==> config.mk <==
export PLATFORM = sky130hd
export DESIGN_NAME = fwd_hazard_ctrl_flat
export DESIGN_NICKNAME = d
export VERILOG_FILES = /design/src/rtl/fwd_hazard_ctrl_pkg.sv /design/src/rtl/fwd_hazard_ctrl_if.sv /design/src/rtl/fwd_hazard_ctrl_fwd_sel.sv /design/src/rtl/fwd_hazard_ctrl.sv /design/src/flat_wrapper.sv
export SDC_FILE = /design/constraint.sdc
export NUM_CORES = 1
export LEC_CHECK = 0
export CAP_MARGIN = 20
export CELL_PAD_IN_SITES_DETAIL_PLACEMENT = 1
export CELL_PAD_IN_SITES_GLOBAL_PLACEMENT = 2
export CORE_AREA = 5 5 261 263
export CTS_CLUSTER_SIZE = 25
export DETAILED_ROUTE_END_ITERATION = 12
export DIE_AREA = 0 0 266 268
export PLACE_DENSITY_LB_ADDON = 0.1
export SLEW_MARGIN = 10
export SYNTH_ARGS = -nofsm -noshare
export SYNTH_HDL_FRONTEND = slang
export SYNTH_HIERARCHICAL = 1
export SYNTH_SLANG_ARGS = --single-unit
==> constraint.sdc <==
create_clock -name clk_i -period 6.6 [get_ports clk_i]
set_input_delay 1.32 -clock clk_i [delete_from_list [all_inputs] [get_ports clk_i]]
set_output_delay 1.32 -clock clk_i [all_outputs]
set_load 0.02 [all_outputs]
==> src/rtl/fwd_hazard_ctrl_pkg.sv <==
// Shared constants and types for the decode-stage forwarding / hazard control slice.
package fwd_hazard_ctrl_pkg;

  localparam logic [3:0] RNONE_DEF = 4'hF;

  typedef enum logic [0:0] {
    ST_IDLE = 1'b0,
    ST_RET  = 1'b1
  } hz_state_e;

  // Width of the ret down-counter; never narrower than one bit.
  function automatic int unsigned rc_width(input int unsigned n);
    return (n > 2) ? $clog2(n) : 1;
  endfunction

endpackage

==> src/rtl/fwd_hazard_ctrl_if.sv <==
// Decode/pipeline-control signal bundle for fwd_hazard_ctrl.
interface fwd_hazard_ctrl_if #(
  parameter int unsigned DATA_W  = 64,
  parameter int unsigned REG_W   = 4,
  parameter int unsigned NUM_SRC = 2,
  parameter int unsigned CNT_W   = 32
);
  logic [NUM_SRC*REG_W-1:0]  d_src_i;
  logic [NUM_SRC*DATA_W-1:0] d_rval_i;
  logic [REG_W-1:0]          e_dstE_i;
  logic [DATA_W-1:0]         e_valE_i;
  logic [REG_W-1:0]          E_dstM_i;
  logic                      E_is_load_i;
  logic [REG_W-1:0]          M_dstM_i;
  logic [DATA_W-1:0]         m_valM_i;
  logic [REG_W-1:0]          M_dstE_i;
  logic [DATA_W-1:0]         M_valE_i;
  logic [REG_W-1:0]          W_dstM_i;
  logic [DATA_W-1:0]         W_valM_i;
  logic [REG_W-1:0]          W_dstE_i;
  logic [DATA_W-1:0]         W_valE_i;
  logic                      D_is_ret_i;
  logic                      e_mispred_i;
  logic [NUM_SRC*DATA_W-1:0] fwd_val_o;
  logic                      F_stall_o;
  logic                      D_stall_o;
  logic                      D_bubble_o;
  logic                      E_bubble_o;
  logic [CNT_W-1:0]          stall_cnt_o;
  logic [CNT_W-1:0]          bubble_cnt_o;

  modport master (
    output d_src_i, d_rval_i, e_dstE_i, e_valE_i, E_dstM_i, E_is_load_i,
           M_dstM_i, m_valM_i, M_dstE_i, M_valE_i, W_dstM_i, W_valM_i,
           W_dstE_i, W_valE_i, D_is_ret_i, e_mispred_i,
    input  fwd_val_o, F_stall_o, D_stall_o, D_bubble_o, E_bubble_o,
           stall_cnt_o, bubble_cnt_o
  );

  modport slave (
    input  d_src_i, d_rval_i, e_dstE_i, e_valE_i, E_dstM_i, E_is_load_i,
           M_dstM_i, m_valM_i, M_dstE_i, M_valE_i, W_dstM_i, W_valM_i,
           W_dstE_i, W_valE_i, D_is_ret_i, e_mispred_i,
    output fwd_val_o, F_stall_o, D_stall_o, D_bubble_o, E_bubble_o,
           stall_cnt_o, bubble_cnt_o
  );

endinterface

==> src/rtl/fwd_hazard_ctrl_fwd_sel.sv <==
// Single-operand forwarding mux: nearest producing stage wins, RNONE never matches.
module fwd_sel_one #(
  parameter int unsigned     DATA_W = 64,
  parameter int unsigned     REG_W  = 4,
  parameter logic [REG_W-1:0] RNONE = '1
) (
  input  logic [REG_W-1:0]  src,
  input  logic [DATA_W-1:0] rval,
  input  logic [REG_W-1:0]  e_dstE,
  input  logic [DATA_W-1:0] e_valE,
  input  logic [REG_W-1:0]  M_dstM,
  input  logic [DATA_W-1:0] m_valM,
  input  logic [REG_W-1:0]  M_dstE,
  input  logic [DATA_W-1:0] M_valE,
  input  logic [REG_W-1:0]  W_dstM,
  input  logic [DATA_W-1:0] W_valM,
  input  logic [REG_W-1:0]  W_dstE,
  input  logic [DATA_W-1:0] W_valE,
  output logic [DATA_W-1:0] val
);

  function automatic logic hit(input logic [REG_W-1:0] s, input logic [REG_W-1:0] d);
    return (s != RNONE) && (d != RNONE) && (d == s);
  endfunction

  always_comb begin
    val = rval;
    if      (hit(src, e_dstE)) val = e_valE;
    else if (hit(src, M_dstM)) val = m_valM;
    else if (hit(src, M_dstE)) val = M_valE;
    else if (hit(src, W_dstM)) val = W_valM;
    else if (hit(src, W_dstE)) val = W_valE;
  end

endmodule

==> src/rtl/fwd_hazard_ctrl.sv <==
// Y86-64 decode-stage operand forwarding, load-use / ret / mispredict hazard control
// and saturating stall/bubble statistics.
module fwd_hazard_ctrl
  import fwd_hazard_ctrl_pkg::*;
#(
  parameter int unsigned      DATA_W      = 64,
  parameter int unsigned      REG_W       = 4,
  parameter int unsigned      NUM_SRC     = 2,
  parameter logic [REG_W-1:0] RNONE       = REG_W'(RNONE_DEF),
  parameter int unsigned      RET_BUBBLES = 3,
  parameter int unsigned      CNT_W       = 32
) (
  input logic               clk_i,
  input logic               rst_n_i,
  fwd_hazard_ctrl_if.slave  bus
);

  localparam int unsigned RC_W    = rc_width(RET_BUBBLES);
  localparam int unsigned RC_INIT = (RET_BUBBLES > 1) ? RET_BUBBLES - 2 : 0;

  hz_state_e        state, state_nxt;
  logic [RC_W-1:0]  rc, rc_nxt;
  logic             load_use;
  logic             f_stall, d_stall, d_bubble, e_bubble;
  logic [CNT_W-1:0] stall_cnt, bubble_cnt;
  logic [DATA_W-1:0] fwd_val [NUM_SRC];

  for (genvar k = 0; k < NUM_SRC; k++) begin : g_fwd
    fwd_sel_one #(
      .DATA_W (DATA_W),
      .REG_W  (REG_W),
      .RNONE  (RNONE)
    ) u_sel (
      .src    (bus.d_src_i[k*REG_W +: REG_W]),
      .rval   (bus.d_rval_i[k*DATA_W +: DATA_W]),
      .e_dstE (bus.e_dstE_i),
      .e_valE (bus.e_valE_i),
      .M_dstM (bus.M_dstM_i),
      .m_valM (bus.m_valM_i),
      .M_dstE (bus.M_dstE_i),
      .M_valE (bus.M_valE_i),
      .W_dstM (bus.W_dstM_i),
      .W_valM (bus.W_valM_i),
      .W_dstE (bus.W_dstE_i),
      .W_valE (bus.W_valE_i),
      .val    (fwd_val[k])
    );
  end

  always_comb begin
    for (int unsigned k = 0; k < NUM_SRC; k++)
      bus.fwd_val_o[k*DATA_W +: DATA_W] = fwd_val[k];
  end

  // E_dstM != RNONE already excludes RNONE source slots from matching.
  always_comb begin
    load_use = 1'b0;
    if (bus.E_is_load_i && (bus.E_dstM_i != RNONE)) begin
      for (int unsigned k = 0; k < NUM_SRC; k++)
        if (bus.d_src_i[k*REG_W +: REG_W] == bus.E_dstM_i) load_use = 1'b1;
    end
  end

  always_comb begin
    state_nxt = state;
    rc_nxt    = rc;
    f_stall   = 1'b0;
    d_stall   = 1'b0;
    d_bubble  = 1'b0;
    e_bubble  = 1'b0;
    if (bus.e_mispred_i) begin
      d_bubble  = 1'b1;
      e_bubble  = 1'b1;
      state_nxt = ST_IDLE;
      rc_nxt    = '0;
    end else if (load_use) begin
      f_stall  = 1'b1;
      d_stall  = 1'b1;
      e_bubble = 1'b1;
    end else begin
      case (state)
        ST_IDLE: begin
          if (bus.D_is_ret_i) begin
            f_stall  = 1'b1;
            d_bubble = 1'b1;
            if (RET_BUBBLES > 1) begin
              state_nxt = ST_RET;
              rc_nxt    = RC_W'(RC_INIT);
            end
          end
        end
        ST_RET: begin
          f_stall  = 1'b1;
          d_bubble = 1'b1;
          if (rc == '0) state_nxt = ST_IDLE;
          else          rc_nxt    = rc - RC_W'(1);
        end
        default: state_nxt = ST_IDLE;
      endcase
    end
    // Control outputs are forced quiet for the whole reset window, not just at the edge.
    if (!rst_n_i) begin
      f_stall  = 1'b0;
      d_stall  = 1'b0;
      d_bubble = 1'b0;
      e_bubble = 1'b0;
    end
  end

  always_ff @(posedge clk_i or negedge rst_n_i) begin
    if (!rst_n_i) begin
      state      <= ST_IDLE;
      rc         <= '0;
      stall_cnt  <= '0;
      bubble_cnt <= '0;
    end else begin
      state <= state_nxt;
      rc    <= rc_nxt;
      if (d_stall && (stall_cnt != '1))   stall_cnt  <= stall_cnt + CNT_W'(1);
      if (d_bubble && (bubble_cnt != '1)) bubble_cnt <= bubble_cnt + CNT_W'(1);
    end
  end

  always_comb begin
    bus.F_stall_o    = f_stall;
    bus.D_stall_o    = d_stall;
    bus.D_bubble_o   = d_bubble;
    bus.E_bubble_o   = e_bubble;
    bus.stall_cnt_o  = stall_cnt;
    bus.bubble_cnt_o = bubble_cnt;
  end

endmodule

==> src/flat_wrapper.sv <==
// flat-port wrapper written by rule: the top's interface ports become plain ports
module fwd_hazard_ctrl_flat import fwd_hazard_ctrl_pkg::*;
#(
  parameter int unsigned      DATA_W      = 64,
  parameter int unsigned      REG_W       = 4,
  parameter int unsigned      NUM_SRC     = 2,
  parameter logic [REG_W-1:0] RNONE       = REG_W'(RNONE_DEF),
  parameter int unsigned      RET_BUBBLES = 3,
  parameter int unsigned      CNT_W       = 32
)
  (clk_i, rst_n_i, bus_d_src_i, bus_d_rval_i, bus_e_dstE_i, bus_e_valE_i, bus_E_dstM_i, bus_E_is_load_i, bus_M_dstM_i, bus_m_valM_i, bus_M_dstE_i, bus_M_valE_i, bus_W_dstM_i, bus_W_valM_i, bus_W_dstE_i, bus_W_valE_i, bus_D_is_ret_i, bus_e_mispred_i, bus_fwd_val_o, bus_F_stall_o, bus_D_stall_o, bus_D_bubble_o, bus_E_bubble_o, bus_stall_cnt_o, bus_bubble_cnt_o);
  fwd_hazard_ctrl_if #(.DATA_W(DATA_W), .REG_W(REG_W), .NUM_SRC(NUM_SRC), .CNT_W(CNT_W)) bus_i ();
  input logic clk_i;
  input logic rst_n_i;
  input wire logic [$bits(bus_i.d_src_i)-1:0] bus_d_src_i;
  input wire logic [$bits(bus_i.d_rval_i)-1:0] bus_d_rval_i;
  input wire logic [$bits(bus_i.e_dstE_i)-1:0] bus_e_dstE_i;
  input wire logic [$bits(bus_i.e_valE_i)-1:0] bus_e_valE_i;
  input wire logic [$bits(bus_i.E_dstM_i)-1:0] bus_E_dstM_i;
  input wire logic [$bits(bus_i.E_is_load_i)-1:0] bus_E_is_load_i;
  input wire logic [$bits(bus_i.M_dstM_i)-1:0] bus_M_dstM_i;
  input wire logic [$bits(bus_i.m_valM_i)-1:0] bus_m_valM_i;
  input wire logic [$bits(bus_i.M_dstE_i)-1:0] bus_M_dstE_i;
  input wire logic [$bits(bus_i.M_valE_i)-1:0] bus_M_valE_i;
  input wire logic [$bits(bus_i.W_dstM_i)-1:0] bus_W_dstM_i;
  input wire logic [$bits(bus_i.W_valM_i)-1:0] bus_W_valM_i;
  input wire logic [$bits(bus_i.W_dstE_i)-1:0] bus_W_dstE_i;
  input wire logic [$bits(bus_i.W_valE_i)-1:0] bus_W_valE_i;
  input wire logic [$bits(bus_i.D_is_ret_i)-1:0] bus_D_is_ret_i;
  input wire logic [$bits(bus_i.e_mispred_i)-1:0] bus_e_mispred_i;
  output wire logic [$bits(bus_i.fwd_val_o)-1:0] bus_fwd_val_o;
  output wire logic [$bits(bus_i.F_stall_o)-1:0] bus_F_stall_o;
  output wire logic [$bits(bus_i.D_stall_o)-1:0] bus_D_stall_o;
  output wire logic [$bits(bus_i.D_bubble_o)-1:0] bus_D_bubble_o;
  output wire logic [$bits(bus_i.E_bubble_o)-1:0] bus_E_bubble_o;
  output wire logic [$bits(bus_i.stall_cnt_o)-1:0] bus_stall_cnt_o;
  output wire logic [$bits(bus_i.bubble_cnt_o)-1:0] bus_bubble_cnt_o;
  assign bus_i.d_src_i = bus_d_src_i;
  assign bus_i.d_rval_i = bus_d_rval_i;
  assign bus_i.e_dstE_i = bus_e_dstE_i;
  assign bus_i.e_valE_i = bus_e_valE_i;
  assign bus_i.E_dstM_i = bus_E_dstM_i;
  assign bus_i.E_is_load_i = bus_E_is_load_i;
  assign bus_i.M_dstM_i = bus_M_dstM_i;
  assign bus_i.m_valM_i = bus_m_valM_i;
  assign bus_i.M_dstE_i = bus_M_dstE_i;
  assign bus_i.M_valE_i = bus_M_valE_i;
  assign bus_i.W_dstM_i = bus_W_dstM_i;
  assign bus_i.W_valM_i = bus_W_valM_i;
  assign bus_i.W_dstE_i = bus_W_dstE_i;
  assign bus_i.W_valE_i = bus_W_valE_i;
  assign bus_i.D_is_ret_i = bus_D_is_ret_i;
  assign bus_i.e_mispred_i = bus_e_mispred_i;
  assign bus_fwd_val_o = bus_i.fwd_val_o;
  assign bus_F_stall_o = bus_i.F_stall_o;
  assign bus_D_stall_o = bus_i.D_stall_o;
  assign bus_D_bubble_o = bus_i.D_bubble_o;
  assign bus_E_bubble_o = bus_i.E_bubble_o;
  assign bus_stall_cnt_o = bus_i.stall_cnt_o;
  assign bus_bubble_cnt_o = bus_i.bubble_cnt_o;
  fwd_hazard_ctrl #(.DATA_W(DATA_W), .REG_W(REG_W), .NUM_SRC(NUM_SRC), .RNONE(RNONE), .RET_BUBBLES(RET_BUBBLES), .CNT_W(CNT_W)) u_core (.clk_i(clk_i), .rst_n_i(rst_n_i), .bus(bus_i));
endmodule
==> impl_summary.txt <==
----------------------------------------------------
[STA]
  Smallest hold slack ... 487 ps
  Clock period minus worst slack ... 6300 ps
  Setup repair after global routing missed its margin ... no
  Final worst-path setup slack ... 296 ps
  Pin slew with the least headroom to its limit ... 1130 ps
  Slew margin rel. ... 25.0%
  Count of endpoints failing hold in the final timing report ... 0
  Maximum frequency from static timing analysis ... 159 MHz
  Count of final max-slew check failures ... 0
  Crit share post-route ... 95.5%
  Setup Total Neg Slack ... 0 ps
  Final setup fails ... 0
  Post-route clock skew ... 10.3 ps

[Cells and area]
  Fillcell total ... 7716
  Non-filler cells in the finished layout ... 3067
  Layout-stage area growth over the synthesis result ... 67.0%
  Net count reported at finish ... 2664
  Proportion of layout cells with a drive suffix above 1 ... 4.86%

[Synth]
  Yosys synthesis warning count ... 6
  Area share of the largest cell type after synthesis ... 14.1%
  Mean cell area of the mapped netlist ... 7.24 um^2
  Ranking of synthesized cells by instance count ... 164 x sky130_fd_sc_hd__nand2_1, 148 x sky130_fd_sc_hd__and3_1, 130 x sky130_fd_sc_hd__a31oi_1
  Largest area contributor in the netlist ... sky130_fd_sc_hd__dfrtp_1
  Post-synthesis cell type count ... 47
  Cell area after synthesis ... 11900 um^2
  Most common cell in the netlist ... sky130_fd_sc_hd__nand2_1
  Flip-flop and latch count after synthesis ... 67
  Sequential fraction of the synthesis area ... 14.1%
  Share of flip-flops with an asynchronous set or reset after synthesis ... 100%
  Prevailing post-synth register cell ... sky130_fd_sc_hd__dfrtp_1
  Cell count after synthesis ... 1643
  Cell types occupying the most area after synthesis ... sky130_fd_sc_hd__dfrtp_1 14%, sky130_fd_sc_hd__o311ai_1 9.4%, sky130_fd_sc_hd__nand3b_1 8.1%, sky130_fd_sc_hd__o31ai_1 8.1%, sky130_fd_sc_hd__and3_1 7.8%
  Post-synth EDFFs ... 0
  Synthesized net count ... 2131

[Critical path]
  CP required ... 5280 ps
  Data arrival, critical path ... 4980 ps
  Kind of cell with the highest combined delay on the critical path ... buffers and inverters
  Type of the setup path with the least slack ... in -> out
  Slowest stage delay, CP ... 710 ps
  Critical path capture point type ... primary output
  Setup crit start kind ... input port
  Slowest stage cell, crit path ... sky130_fd_sc_hd__buf_4
  WP buf/inv ... 4
  Cells along the critical path ... clkdlybuf4s50_1, buf_4, and3_1, o21ai_4, buf_4, nand3b_1, o311ai_1, a31oi_1, clkdlybuf4s50_1
  Max Fanout on Critical Path ... 46

[Flow run]
  Max-cap violations ... 0

[Pwr]
  Power density of the placed cells ... 136 nW/um^2
  Static leakage ... 6.93 nW
  Total power draw ... 2.70 mW
  Max IR drop VDD ... 0.186 mV

[Placed design]
  Count of port buffers added during placement ... 680
  RePlAce Congestion ... 0.898
  Dpl cells ... 3029
  Dpl ws ... 327 ps
  DP HPWL ... 71.6 mm

[Global route]
  Overall overflow remaining after global route ... 0
  First-pass GRT wire length ... 135 mm
  Global-route usage over all layers ... 25.3%
  Most used routing layer ... met2
  GRT met2 Usage ... 44.0%
  Number of global-route vias before repair ... 17600
  Global routing met1 resource utilization ... 31.8%
  Initial antenna violation count ... 30
  Largest net degree at the start of global routing ... 88
  Met3 demand-to-capacity share in global routing ... 6.54%

[Routing]
  First-pass iteration count of the detailed router ... 5
  Vias post-DR ... 17100
  Post-route ant nets ... 0
  Initial drt markers ... 1397
  Average detailed-routed wire length per instance ... 31.8 um
  Final routed DRC violation total ... 0
  Aggregate routed wire length ... 97.4 mm
  Via density ... 5.57

[Status]
  Outcome ... complete, no violations

[Floorplan]
  Count of standard-cell rows ... 94
  I/O pin count ... 681
  Die width ... 266 um
  Chip Height ... 268 um
  Core outline area ... 65400 um^2
  Starting density of the core ... 18.2%
  Floorplan die area ... 71300 um^2

[Min path]
  Class of the most critical hold timing path ... reg -> reg

[Clocking]
  Number of buffers on the longest clock path ... 2
  Clock-pin slew on the worst setup and hold paths ... 60 ps
  Post_cts resized ... 0
  Number of CTS-inserted buffers ... 9
  Number of setup buffers added after CTS ... 0
  Number of buffers added to fix hold violations after cts ... 0
  TritonCTS clock tree ... done
  Worst skew pair latency ... 350 ps
  Maximum level of the CTS H-tree ... 3
  Root Driver ... sky130_fd_sc_hd__clkbuf_16
  CTS Sinks ... 67

----------------------------------------------------
[cells in the final DEF, fill, tap and decap left out, types with 28 or more instances in the layout]
cell and instances:
sky130_fd_sc_hd__nand3_1 36, sky130_fd_sc_hd__and3_1 146, sky130_fd_sc_hd__clkdlybuf4s50_1 679, sky130_fd_sc_hd__nand3b_1 129, sky130_fd_sc_hd__o31ai_1 129, sky130_fd_sc_hd__nand4_1 28
sky130_fd_sc_hd__or3_1 129, sky130_fd_sc_hd__o311ai_1 128, sky130_fd_sc_hd__a21boi_0 88, sky130_fd_sc_hd__a31oi_1 130, sky130_fd_sc_hd__xor2_1 36, sky130_fd_sc_hd__a21boi_1 40
sky130_fd_sc_hd__buf_4 37, sky130_fd_sc_hd__dfrtp_1 67, sky130_fd_sc_hd__xnor2_1 65, sky130_fd_sc_hd__nand2_1 162
[final cells by class]
cell class,instances,area [um^2],area share [%]
Multi-Input combinational cell,1359,9340,47.0
Timing Repair Buffer,734,7420,37.3
Sequential cell,67,1680,8.44
Tap cell,864,1080,5.44
Clock buffer,10,229,1.15
Antenna cell,22,55.1,0.277
Clock inverter,6,48.8,0.246
Inverter,5,18.8,0.0945
[per-stage QoR]
step / cell area, um^2 / util [%]
6_report: 19900 / 30.4
5_1_grt: 19800 / 30.3
3_3_place_gp: 19500 / 29.8
4_1_cts: 19800 / 30.3
3_5_place_dp: 19500 / 29.9
2_1_floorplan: 11900 / -
[cells by family (layout without fill, tap and decap cells)]
group | Yosys count | in the layout | synth area share, %
AOI/OAI and AO/OA | 534 | 534 | 33.5
adders and majority gates | 3 | 3 | 0.316
and+or+nand+nor | 718 | 718 | 35.8
muxes | 3 | 3 | 0.284
other | 0 | 22 | 0
buffers and inverters | 217 | 755 | 8.55
xor gates and xnor gates | 101 | 101 | 7.44
DFF | 67 | 67 | 14.1
[routing by layer]
metal / vias to the layer above / share of wire [%]
met5: - / 0.15
met4: 24 / 2.2
met3: 139 / 8.3
met2: 816 / 49
met1: 8605 / 41
li1: 7486 / -
[path summary, 6_finish.rpt]
path,from,end,slack (ps),depth (start not counted)
max,bus_d_src_i[6],bus_fwd_val_o[119],300,9
min,u_core/bus.stall_cnt_o[12],u_core/bus.stall_cnt_o[12],490,1
max reg2reg,u_core/bus.bubble_cnt_o[25],u_core/bus.bubble_cnt_o[1],3750,6
min reg2reg,u_core/bus.stall_cnt_o[12],u_core/bus.stall_cnt_o[12],490,1
max in group asynchronous,rst_n_i,u_core/bus.bubble_cnt_o[20],4490,2
min in group asynchronous,rst_n_i,u_core/bus.stall_cnt_o[18],1070,1
[where the power goes]
part | internal, mW | switching (mW) | total, mW
logic | 0.802 | 0.959 | 1.76
registers | 0.437 | 0.0400 | 0.477
clock network | 0.258 | 0.209 | 0.467
[flip-flops by register name, indices dropped and copies added, names as in the netlist]
register                 flops
u_core/bus.bubble_cnt_o     32
u_core/bus.stall_cnt_o      32
u_core/rc                    2
u_core/state                 1
Note: power is estimated with default switching activity, not from simulation.
